===== src/rtl/if_stage_pfq_if.sv =====
// Fetch-stage bus bundle: instruction-memory request/response port plus the
// valid/ready hand-off towards decode. The fetch stage uses the master view.
interface if_stage_pfq_if #(
    parameter int unsigned XLEN = 32
);
    logic            imem_req;
    logic [XLEN-1:0] imem_addr;
    logic            imem_gnt;
    logic            imem_rvalid;
    logic [XLEN-1:0] imem_rdata;
    logic            if_valid;
    logic [XLEN-1:0] if_inst;
    logic [XLEN-1:0] if_pc;
    logic            id_ready;

    modport master (
        output imem_req, imem_addr, if_valid, if_inst, if_pc,
        input  imem_gnt, imem_rvalid, imem_rdata, id_ready
    );

    modport slave (
        input  imem_req, imem_addr, if_valid, if_inst, if_pc,
        output imem_gnt, imem_rvalid, imem_rdata, id_ready
    );
endinterface


===== src/rtl/if_stage_pfq.sv =====
// Instruction fetch stage with prefetch queue.
// PC select by priority exc > ex > id > sequential; stale fetches squashed by
// an epoch bit; request credit = QDEPTH - (queued + outstanding).
// Optional macro IF_PERF_CNT_EN adds saturating perf_fetched/perf_squashed.
module if_stage_pfq #(
    parameter int unsigned     XLEN         = 32,
    parameter logic [XLEN-1:0] HANDLER_ADDR = 'h0000_00FE,
    parameter logic [XLEN-1:0] RESET_PC     = '0,
    parameter int unsigned     PC_STEP      = 1,
    parameter int unsigned     QDEPTH       = 4
) (
    input  logic            clk,
    input  logic            rst,
    input  logic            exc_redirect,
    input  logic            ex_redirect,
    input  logic [XLEN-1:0] ex_target,
    input  logic            id_redirect,
    input  logic [XLEN-1:0] id_target,
    input  logic            halt,
`ifdef IF_PERF_CNT_EN
    output logic [31:0]     perf_fetched,
    output logic [31:0]     perf_squashed,
`endif
    if_stage_pfq_if.master  bus
);
    localparam int AW = $clog2(QDEPTH);
    localparam int CW = AW + 1;
    localparam logic [CW:0] DEPTH_C = (CW+1)'(QDEPTH);

    typedef enum logic [1:0] {BOOT, RUN, HALTED} state_t;

    state_t          state, next_state;
    logic [XLEN-1:0] q_inst [QDEPTH];
    logic [XLEN-1:0] q_pc   [QDEPTH];
    logic [AW-1:0]   wr_ptr, rd_ptr;
    logic [CW-1:0]   count, outstanding;
    logic            epoch, tag_epoch;
    logic [XLEN-1:0] fetch_pc, tag_pc, redirect_pc;
    logic            redirect, credit_ok, req, accept;
    logic            rsp_live, enq, deq, drop, q_valid;

    assign redirect  = exc_redirect | ex_redirect | id_redirect;
    assign credit_ok = ({1'b0, count} + {1'b0, outstanding}) < DEPTH_C;
    assign accept    = req & bus.imem_gnt;
    // A response is only meaningful while a request is actually in flight;
    // anything arriving after a reset is ignored.
    assign rsp_live  = bus.imem_rvalid & (outstanding != '0);
    assign enq       = rsp_live & ~redirect & (tag_epoch == epoch);
    assign drop      = rsp_live & ~enq;
    assign q_valid   = (count != '0);
    assign deq       = q_valid & bus.id_ready & ~redirect;

    assign bus.imem_req  = req;
    assign bus.imem_addr = fetch_pc;
    assign bus.if_valid  = q_valid;
    assign bus.if_inst   = q_valid ? q_inst[rd_ptr] : '0;
    assign bus.if_pc     = q_valid ? q_pc[rd_ptr]   : '0;

    // Redirect target selection by fixed priority.
    always_comb begin
        redirect_pc = id_target;
        if (exc_redirect)     redirect_pc = HANDLER_ADDR;
        else if (ex_redirect) redirect_pc = ex_target;
    end

    // Next-state and request generation; a redirect always suppresses the request.
    always_comb begin
        next_state = state;
        req        = 1'b0;
        case (state)
            BOOT:   next_state = RUN;
            RUN: begin
                req = ~redirect & credit_ok;
                if (!redirect && halt) next_state = HALTED;
            end
            HALTED: if (redirect) next_state = RUN;
            default: next_state = BOOT;
        endcase
    end

    // Control state: FSM, fetch PC, epoch, credit counters and queue pointers.
    always_ff @(posedge clk or negedge rst) begin
        if (!rst) begin
            state       <= BOOT;
            fetch_pc    <= RESET_PC;
            epoch       <= 1'b0;
            tag_epoch   <= 1'b0;
            outstanding <= '0;
            count       <= '0;
            wr_ptr      <= '0;
            rd_ptr      <= '0;
        end else begin
            state       <= next_state;
            outstanding <= outstanding + CW'(accept) - CW'(rsp_live);
            if (accept) tag_epoch <= epoch;
            if (redirect) begin
                fetch_pc <= redirect_pc;
                epoch    <= ~epoch;
                count    <= '0;
                wr_ptr   <= '0;
                rd_ptr   <= '0;
            end else begin
                if (accept) fetch_pc <= fetch_pc + XLEN'(PC_STEP);
                count <= count + CW'(enq) - CW'(deq);
                if (enq) wr_ptr <= wr_ptr + AW'(1);
                if (deq) rd_ptr <= rd_ptr + AW'(1);
            end
        end
    end

    // Datapath storage: PC tag of the accepted request and queue entries.
    always_ff @(posedge clk) begin
        if (accept) tag_pc <= fetch_pc;
        if (enq) begin
            q_inst[wr_ptr] <= bus.imem_rdata;
            q_pc[wr_ptr]   <= tag_pc;
        end
    end

    // The credit rule keeps the queue from ever being written while full.
    a_no_overflow: assert property (@(posedge clk) disable iff (!rst)
        !(enq && !deq && count == CW'(QDEPTH)));

`ifdef IF_PERF_CNT_EN
    function automatic logic [31:0] sat_add(input logic [31:0] a, input logic [31:0] b);
        logic [32:0] s;
        s = {1'b0, a} + {1'b0, b};
        return s[32] ? '1 : s[31:0];
    endfunction

    logic [31:0] squash_inc;
    assign squash_inc = (redirect ? 32'(count) : 32'd0) + 32'(drop);

    // Saturating counters of delivered and squashed fetches.
    always_ff @(posedge clk or negedge rst) begin
        if (!rst) begin
            perf_fetched  <= '0;
            perf_squashed <= '0;
        end else begin
            perf_fetched  <= sat_add(perf_fetched, 32'(enq));
            perf_squashed <= sat_add(perf_squashed, squash_inc);
        end
    end
`endif
endmodule


===== src/flat_wrapper.sv =====
// flat-port wrapper written by rule: the top's interface ports become plain ports
module if_stage_pfq_flat 
#(
    parameter int unsigned     XLEN         = 32,
    parameter logic [XLEN-1:0] HANDLER_ADDR = 'h0000_00FE,
    parameter logic [XLEN-1:0] RESET_PC     = '0,
    parameter int unsigned     PC_STEP      = 1,
    parameter int unsigned     QDEPTH       = 4
)
  (clk, rst, exc_redirect, ex_redirect, ex_target, id_redirect, id_target, halt, bus_imem_req, bus_imem_addr, bus_if_valid, bus_if_inst, bus_if_pc, bus_imem_gnt, bus_imem_rvalid, bus_imem_rdata, bus_id_ready);
  if_stage_pfq_if #(.XLEN(XLEN)) bus_i ();
  input  logic clk;
  input  logic rst;
  input  logic exc_redirect;
  input  logic ex_redirect;
  input  logic [XLEN-1:0] ex_target;
  input  logic id_redirect;
  input  logic [XLEN-1:0] id_target;
  input  logic halt;
  output wire logic [$bits(bus_i.imem_req)-1:0] bus_imem_req;
  output wire logic [$bits(bus_i.imem_addr)-1:0] bus_imem_addr;
  output wire logic [$bits(bus_i.if_valid)-1:0] bus_if_valid;
  output wire logic [$bits(bus_i.if_inst)-1:0] bus_if_inst;
  output wire logic [$bits(bus_i.if_pc)-1:0] bus_if_pc;
  input wire logic [$bits(bus_i.imem_gnt)-1:0] bus_imem_gnt;
  input wire logic [$bits(bus_i.imem_rvalid)-1:0] bus_imem_rvalid;
  input wire logic [$bits(bus_i.imem_rdata)-1:0] bus_imem_rdata;
  input wire logic [$bits(bus_i.id_ready)-1:0] bus_id_ready;
  assign bus_imem_req = bus_i.imem_req;
  assign bus_imem_addr = bus_i.imem_addr;
  assign bus_if_valid = bus_i.if_valid;
  assign bus_if_inst = bus_i.if_inst;
  assign bus_if_pc = bus_i.if_pc;
  assign bus_i.imem_gnt = bus_imem_gnt;
  assign bus_i.imem_rvalid = bus_imem_rvalid;
  assign bus_i.imem_rdata = bus_imem_rdata;
  assign bus_i.id_ready = bus_id_ready;
  if_stage_pfq #(.XLEN(XLEN), .HANDLER_ADDR(HANDLER_ADDR), .RESET_PC(RESET_PC), .PC_STEP(PC_STEP), .QDEPTH(QDEPTH)) u_core (.clk(clk), .rst(rst), .exc_redirect(exc_redirect), .ex_redirect(ex_redirect), .ex_target(ex_target), .id_redirect(id_redirect), .id_target(id_target), .halt(halt), .bus(bus_i));
endmodule

===== config.mk =====
export PLATFORM = sky130hd
export DESIGN_NAME = if_stage_pfq_flat
export DESIGN_NICKNAME = d
export VERILOG_FILES = /design/src/rtl/if_stage_pfq_if.sv /design/src/rtl/if_stage_pfq.sv /design/src/flat_wrapper.sv
export SDC_FILE = /design/constraint.sdc
export NUM_CORES = 1
export LEC_CHECK = 0
export ABC_AREA = 1
export BUFFER_PORTS_ARGS = -buffer_cell sky130_fd_sc_hd__buf_2
export CAP_MARGIN = 15
export CORE_ASPECT_RATIO = 1.2
export CORE_MARGIN = 3
export CORE_UTILIZATION = 45
export CTS_BUF_LIST = sky130_fd_sc_hd__clkbuf_8
export CTS_CLUSTER_DIAMETER = 120
export CTS_CLUSTER_SIZE = 8
export DETAILED_ROUTE_END_ITERATION = 8
export GPL_ROUTABILITY_DRIVEN = 0
export HOLD_SLACK_MARGIN = 0.08
export PLACE_DENSITY = 0.71
export SYNTH_ARGS = -nofsm -noshare
export SYNTH_HDL_FRONTEND = slang
export SYNTH_SLANG_ARGS = --single-unit

===== constraint.sdc =====
create_clock -name clk -period 4.7 [get_ports clk]
set_input_delay 0.235 -clock clk [delete_from_list [all_inputs] [get_ports clk]]
set_output_delay 0.235 -clock clk [all_outputs]
set_load 0.01 [all_outputs]

Word level (Yosys, flattened, before mapping) --
Memories as Yosys holds them, arrays and structs flattened. Index checks and enable logic that the tools add are counted.
Storage, ports and cells: register bits after elaboration 78, bits in latches 0, RAM bits 256, memory bits (read-only) 0, input bits 105, output and inout bits 98, logic and storage cells 62, memories 2
Cells by class: $add $sub $neg 8, multiply operators 0, div/mod/pow operators 0, magnitude comparators 1, equal/unequal tests 5, shifts and indexed selects 0, muxes and demuxes 17, bitwise gates (word level) 11, reductions and logical operators 9
Memories:
- u_core.q_inst | depth 4, bits a word 32, read ports 1, clocked after memory_dff 0, write ports 1, RTL line if_stage_pfq.sv:33 | logic [XLEN-1:0] q_inst [QDEPTH];
- u_core.q_pc | depth 4, bits a word 32, read ports 1, clocked after memory_dff 0, write ports 1, RTL line if_stage_pfq.sv:34 | logic [XLEN-1:0] q_pc [QDEPTH];
Operators with widths (number):
- $mux 32 | 6
- $add 32x1->32 const B | 1
- $mux 2 | 6
- $and 1x1->1 | 7
- $add 3x1->3 | 2
- $pmux 2 s3 | 1
- $reduce_bool 2->1 | 3
- $reduce_bool 3->1 | 2
- $sub 3x1->3 | 2
- $add 2x1->2 const B | 2
- $add 3x3->4 | 1
- $lt 4x3->1 const B | 1
- $ne 2x1->1 const B | 2
- $mux 1 | 3
- $mux 3 | 1
- $eq 2x1->1 const B | 1
- $eq 2x2->1 const B | 1
- $logic_not 2->1 | 1
- $not 1->1 | 2
- $or 1x1->1 | 2
- $reduce_and 2->1 | 1
- $eq 1x1->1 | 1
- $logic_and 1x1->1 | 1
- $logic_not 1->1 | 1

Logic depth before layout (Yosys ltp) --
Gate-level depths: netlist (run 1).
depth in word-level cells 8, mapped depth 13, mapped depth without buffers 12

Least setup slack after synthesis (run 1) --
No wires, ideal clock.
path type in2reg, from input port ex_redirect, to memory u_core.q_inst[0][0] (enable), setup time 0.486 ns, data arrival time 3.546 ns, required time 4.214 ns, slack 0.668 ns, stages 7, buffers on the path 2, path through buf_6 -> nor2_4 -> nand2_2 -> buf_6 -> nor2_1 -> nand2_1 -> nor2_1
Between the ends: word-level cells in the longest chain between the ends 7
Ends and longest elaborated chain:
- start: declaration | RTL line flat_wrapper.sv:15 | input logic ex_redirect;
- $or 1x1->1 (2 in a row) | RTL line if_stage_pfq.sv:42 | assign redirect = exc_redirect | ex_redirect | id_redirect;
- $not 1->1 | RTL line if_stage_pfq.sv:48 | assign enq = rsp_live & ~redirect & (tag_epoch == epoch);
- $and 1x1->1 (2 in a row) | RTL line if_stage_pfq.sv:48
- $mux 1 | RTL line if_stage_pfq.sv:114 | if (enq) begin
- $mux 1 (not written as such) | RTL line if_stage_pfq.sv:115 | q_inst[wr_ptr] <= bus.imem_rdata;
- end: declaration | RTL line if_stage_pfq.sv:33
Every way passes these cells.

Final worst setup path (run 1) --
from register u_core.rd_ptr[0], to output port bus_if_pc[8]
Between the ends: word-level cells in the longest chain between the ends 2
Ends and longest elaborated chain:
- start: declaration | RTL line if_stage_pfq.sv:35 | logic [AW-1:0] wr_ptr, rd_ptr;
- start signal: assignment | RTL line if_stage_pfq.sv:106 | if (deq) rd_ptr <= rd_ptr + AW'(1);
- $mem_v2 4x32
- $mux 32 | RTL line if_stage_pfq.sv:57 | assign bus.if_pc = q_valid ? q_pc[rd_ptr] : '0;
- end: declaration | RTL line flat_wrapper.sv:24 | output wire logic [$bits(bus_i.if_pc)-1:0] bus_if_pc;
Every way passes these cells.

==> results of run 1 <==
-- worst max-delay path, cell delays in order, from the launching register on --
cell,delay [ns]
dfrtp_4,0.70
clkinv_2,0.35
buf_4,0.77
o21ai_0,0.20
a21oi_1,0.36
buf_2,0.21
-- registers in the layout, summed over array words and instances (netlist names) --
name,cells
u_core.count,3
u_core.state,2
u_core.bus.imem_addr,32
u_core.q_pc,128
u_core.tag_epoch,1
u_core.wr_ptr,2
u_core.rd_ptr,2
u_core.epoch,1
u_core.q_inst,128
u_core.outstanding,3
u_core.tag_pc,32
-- through the flow --
step / total power (W) / setup WS (ns)
4_1_cts: 0.005834 / 1.210
3_3_place_gp: 0.003864 / 1.700
6_report: 0.005781 / 1.258
2_1_floorplan: 0.003689 / 0.6681
3_5_place_dp: 0.003880 / 1.606
5_1_grt: 0.006022 / 1.021
-- cell type report --
| class | instances | area share (%) |
|---|---|---|
| Tap cell | 401 | 2.951 |
| Timing Repair Buffer | 261 | 9.303 |
| Inverter | 53 | 1.185 |
| Clock buffer | 49 | 3.967 |
| Sequential cell | 334 | 57.67 |
| Multi-Input combinational cell | 923 | 24.52 |
| Clock inverter | 16 | 0.4048 |
-- repair_timing --
| item | in CTS | in global routing |
|---|---|---|
| endpoints found under the hold margin | 185 | 0 |
| hold buffers | 46 | 0 |
| setup endpoints to repair | 0 | 0 |
-- where the power goes --
part / switching, W / internal [W]
Combinational: 0.000255 / 0.000182
Sequential: 0.000101 / 0.00331
Clock: 0.000991 / 0.000940
-- cell usage after synthesis (3+ instances only) --
library cell / count
edfxtp_1: 288
nand3b_1: 4
dfrtp_1: 46
buf_6: 5
ha_1: 11
nor3_1: 3
o21ai_0: 150
clkbuf_1: 31
nand3_1: 32
buf_2: 24
a21oi_1: 99
xor2_1: 4
nor2_1: 340
nand2_2: 5
o21ai_1: 7
xnor2_1: 3
nor2_4: 3
a31oi_1: 3
or2_2: 4
inv_2: 3
inv_1: 49
buf_1: 8
nand2_1: 237
-- path summary, 6_finish.rpt --
kind,start,slack [ns],end
worst max-delay path,u_core.rd_ptr[0],1.26,bus_if_pc[8]
worst min-delay path,rst,0.09,u_core.outstanding[1]
worst max register to register,u_core.outstanding[1],1.95,u_core.outstanding[2]
worst min register to register,u_core.tag_pc[10],0.50,u_core.q_pc[2][10]
max in group asynchronous,rst,4.13,u_core.rd_ptr[0]
min in group clk,id_target[6],0.11,u_core.bus.imem_addr[6]
-- kinds of logic after synthesis --
logic type,count (synthesis),synth area share [%]
XOR/XNOR,7,0.4240
flip-flops,334,67.77
multiplexers,1,0.06922
AO/OA/AOI/OAI,269,9.553
adder cells (fa/ha/maj),13,1.229
AND/OR/NAND/NOR,633,17.29
buffers and inverters,122,3.669
-- metal layers --
metal  vias up  GRT usage (%)
met1      5055          26.12
li1       5164              -
met5         -              0
met3        86          3.560
met4         2          8.270
met2       429          33.03
==> reports/qor.yml, run 1 <==
whs_ns: 0.08536
ys_seq_elements: 334
fin_crit_ns: 3.442
overflow: 0
synthDistinctLibCells: 41
rows: 71
cts_buffers: 47
num_vias: 10740
max_freq_mhz: 290.5
post-route-period-util_pct: 73.24
layout.cells.non_filler: 2037
cts_max_level: 2
synth_edf_count: 288
mostFrequentLayoutCells: "335 x nor2_1, 288 x edfxtp_1, 237 x nand2_1"
clk_pin_slew_worst_paths_ns: 0.06
multi_input_area_um2: 4168
grt_pass1_vias: 10490
tightest_slew_ns: 0.9851
cp-start-kind: "register"
dr.pass1.iters: 5
setup_viol: 0
cp_data_arrival_time_ns: 3.21
grt_max_degree: 104
layout_commonest_cell: "nor2_1"
netlist.area_leader.share_pct: 59.81
fp.coreArea_um2: 31540
m1WireLength_mm: 14.58
ant_nets: 0
detail_route.wl_per_cell_um: 17.17
final_area_um2: 17000
grt_pass1_wl_mm: 54.94
p_leak_nw: 6.644
layout-drive-gt1-share_pct: 17.91
required_ns: 4.47
finalSetupTns_ns: 0
yosysSeqAreaShare_pct: 67.77
rsz0062_at_grt: "no"
maxCapViolations: 0
hold_viol_final: 0
clock-sinks: 334
p_per_area_nw_per_um2: 340.0
initial_core_util_pct: 45.85
dp_cells: 1925
synthesis.nets: 1497
wl_met3_mm: 2.362
seqCellArea_um2: 9804
die_w_um: 169.6
antenna_found_initial: 1
cts_tree: "built"
clkLatencyLatePin_ns: 0.56
cp_max_fo: 103
fin_skew_ns: 0.01985
drc: 0
track_usage_pct: 19.99
nets: 1738
first_iter_violations: 968
ff2ff_path_depth: 10
dr.max_layer_used: "met5"
ys.flop_type: "edfxtp_1"
synth.avg_cell_area_um2: 10.49
syn_to_final_growth_pct: 17.57
die-area_um2: 34330
slew_violations: 0
async_flop_share_pct: 13.77
synthCells: 1379
die_y_um: 202.4
synth_top_area_cell: "edfxtp_1"
syn_area_um2: 14460
utilization_pct: 53.91
cts_setup_buffers: 0
outcome: "complete, no violations"
setup.worst_path.class: "reg -> out"
cp-end-kind: "primary output"
synth.area.top_cells: "edfxtp_1 60%, nor2_1 8.8%, dfrtp_1 8.0%, nand2_1 6.2%, o21ai_0 5.2%"
cts_resized: 0
clk_path_buf_depth: 3
antenna_cells: 0
yosysWarningCount: 0
placed_area_um2: 15780
root_buffer: "clkbuf_8"
wl_mm: 34.97
timing.slew.headroom_pct: 34.32
io_buffers: 202
wl_met2_mm: 16.74
pin_count: 203
via_per_inst: 5.270
holdCritPathClass: "in -> async"
ir_drop_uv: 177.4
fillCellCount: 2674
dpl.hpwl_mm: 22.17
Note: power is estimated with default switching activity, not from simulation.
==> run 2: changes to the inputs <==
- clock period: 4.7 -> 3.4 ns (I/O delays scaled with it)
==> run 2 against run 1 <==
Net effect: clock-buffer cell count increased by 1; die area did not move; highest routed layer is now met4; setup slack got worse by 0.61 ns; largest power group unchanged; critical path depth up 1; global-route usage increased by 0.48 points; clock power is 39% higher; cell count increased by 2.6%.
==> reports/qor.yml, run 2 (synthesis results as in run 1) <==
outcome: "complete, no violations"
cp-start-kind: "register"
cp-end-kind: "primary output"
final_area_um2: 17580  # +3.4%
holdPathStages: 5
regToRegStartpoint: "u_core.count[1]"
p_per_area_nw_per_um2: 457.8  # +35%
root_buffer: "clkbuf_8"
setup_viol: 0  # unchanged
seqPwrFrac_pct: 58.5  # -0.5 points
antenna_cells: 0  # unchanged
worstHoldStart: "id_target[25]"
grt_pass1_vias: 10960  # +4.5%
ir_drop_uv: 254.5  # +43%
initial_core_util_pct: 45.85  # unchanged
clk_path_buf_depth: 3  # unchanged
slew_violations: 0  # unchanged
tightest_slew_ns: 0.8937  # -0.09139 ns
rsz0062_at_grt: "no"
clkLatencyLatePin_ns: 0.56  # about the same
timing.slew.headroom_pct: 40.42  # +6.1 points
reg_top3: "u_core.q_inst (128), u_core.q_pc (128)"
die_w_um: 169.6  # unchanged
fp.coreArea_um2: 31540  # unchanged
r2r_end: "u_core.count[2]"
via_per_inst: 5.186  # -1.6%
rows: 71  # unchanged
max_freq_mhz: 363.9
maxCapViolations: 0  # unchanged
ff2ff_path_depth: 12  # +2
ant_nets: 0  # unchanged
cp_data_arrival_time_ns: 2.58  # -0.63 ns
overflow: 0  # unchanged
cts_tree: "built"
fin_crit_ns: 2.748
die_y_um: 202.4  # unchanged
first_iter_violations: 863  # -11%
detail_route.wl_per_cell_um: 17.03  # -0.78%
holdPathEnd: "u_core.bus.imem_addr[25]"
io_buffers: 202  # unchanged
nets: 1789  # +2.9%
cts_max_level: 2  # unchanged
swShare_pct: 23.06  # -0.24 points
track_usage_pct: 20.47  # +0.48 points
required_ns: 3.23  # -1.24 ns
die-area_um2: 34330  # unchanged
holdCritPathClass: "in -> reg"
p_leak_nw: 6.909  # +4.0%
cp_max_fo: 45  # -56%
num_vias: 10840  # +0.96%
clk_pin_slew_worst_paths_ns: 0.06  # about the same
mostFrequentLayoutCells: "335 x nor2_1, 288 x edfxtp_1, 237 x nand2_1"
comb_power_share_pct: 8.2  # +0.6 points
layout-drive-gt1-share_pct: 17.53  # -0.38 points
p_int_w: 0.006194  # +40%
cts_hold_buf: 92  # +100%
wl_mm: 35.60  # +1.8%
grt_pass1_wl_mm: 55.71  # +1.4%
placed_area_um2: 15880  # +0.67%
finalSetupTns_ns: 0  # unchanged
syn_to_final_growth_pct: 21.61
cts_resized: 0  # unchanged
power.switching_w: 0.001856  # +38%
post-route-period-util_pct: 80.83
dpl.hpwl_mm: 20.48  # -7.6%
cts_buffers: 47  # unchanged
r2r_slack_ns: 1.07  # -0.88 ns
p_total_w: 0.008050  # +39%
p_clk_share_pct: 33.2  # -0.2 points
dr.pass1.iters: 5  # unchanged
clock-sinks: 334  # unchanged
cts_setup_buffers: 0  # unchanged
hold_viol_final: 0  # unchanged
pin_count: 203  # unchanged
antenna_found_initial: 0  # -1
setup.worst_path.class: "reg -> out"
layout_commonest_cell: "nor2_1"
drc: 0  # unchanged
fin_skew_ns: 0.02281  # +0.002955 ns
grt_max_degree: 92  # -12%
[run 2: area by class of cell]
type | instances | area [um^2]
clock buffers | 50 | 688.2
clock inverters | 17 | 63.81
fillers | 2647 | 13950
inverters | 53 | 201.4
multi-input cells | 923 | 4168
flip-flops and latches | 334 | 9804
well taps | 401 | 501.7
repair buffers | 312 | 2157
[run 2: layer usage]
layer	global-route usage (%)	up-vias	wire [um]
li1	-	5254	-
met1	25.42	5114	14820
met2	35.45	406	17500
met3	4.304	65	2393
met4	7.130	0	896
met5	0	-	0
[run 2: power groups by stage]
stage / registers [W] / logic [W] / clock network, W
6_report: 0.00471 / 0.000663 / 0.00268
5_1_grt: 0.00473 / 0.000752 / 0.00294
4_1_cts: 0.00471 / 0.000658 / 0.00277
3_5_place_dp: 0.00479 / 0.000567 / 0
3_3_place_gp: 0.00479 / 0.000548 / 0
2_1_floorplan: 0.00477 / 0.000333 / 0
[run 2: worst max path at each step]
stage	from	endpoint	slack [ns]	depth (start not counted)
floorplan	ex_redirect	u_core.q_inst[0][0]	-0.57	7
detailed placement	u_core.count[1]	u_core.count[2]	1.05	12
finish	u_core.rd_ptr[0]	bus_if_pc[19]	0.65	6
CTS	u_core.rd_ptr[0]	bus_if_pc[18]	0.58	6
global route	u_core.rd_ptr[0]	bus_if_pc[2]	0.39	6
global placement	u_core.count[1]	u_core.count[2]	1.13	12
[run 2: worst max-delay path: stages, from the launching register on]
cell and delay, ns:
dfrtp_4 0.74, buf_4 0.50, nor2_1 0.10, nor2_1 0.11, o21ai_0 0.11, a21oi_1 0.23, buf_2 0.18
[run 2: through the flow]
step	std cells	util [%]	hold WS (ns)	setup slack (ns)
2_1_floorplan	1379	-	-0.1256	-0.5670
5_1_grt	2090	55.76	0.1125	0.3882
6_report	2090	55.76	0.1191	0.6519
3_5_place_dp	1929	50.36	0.3849	1.054
3_3_place_gp	1929	50.36	0.3827	1.129
4_1_cts	2088	55.66	0.08025	0.5841
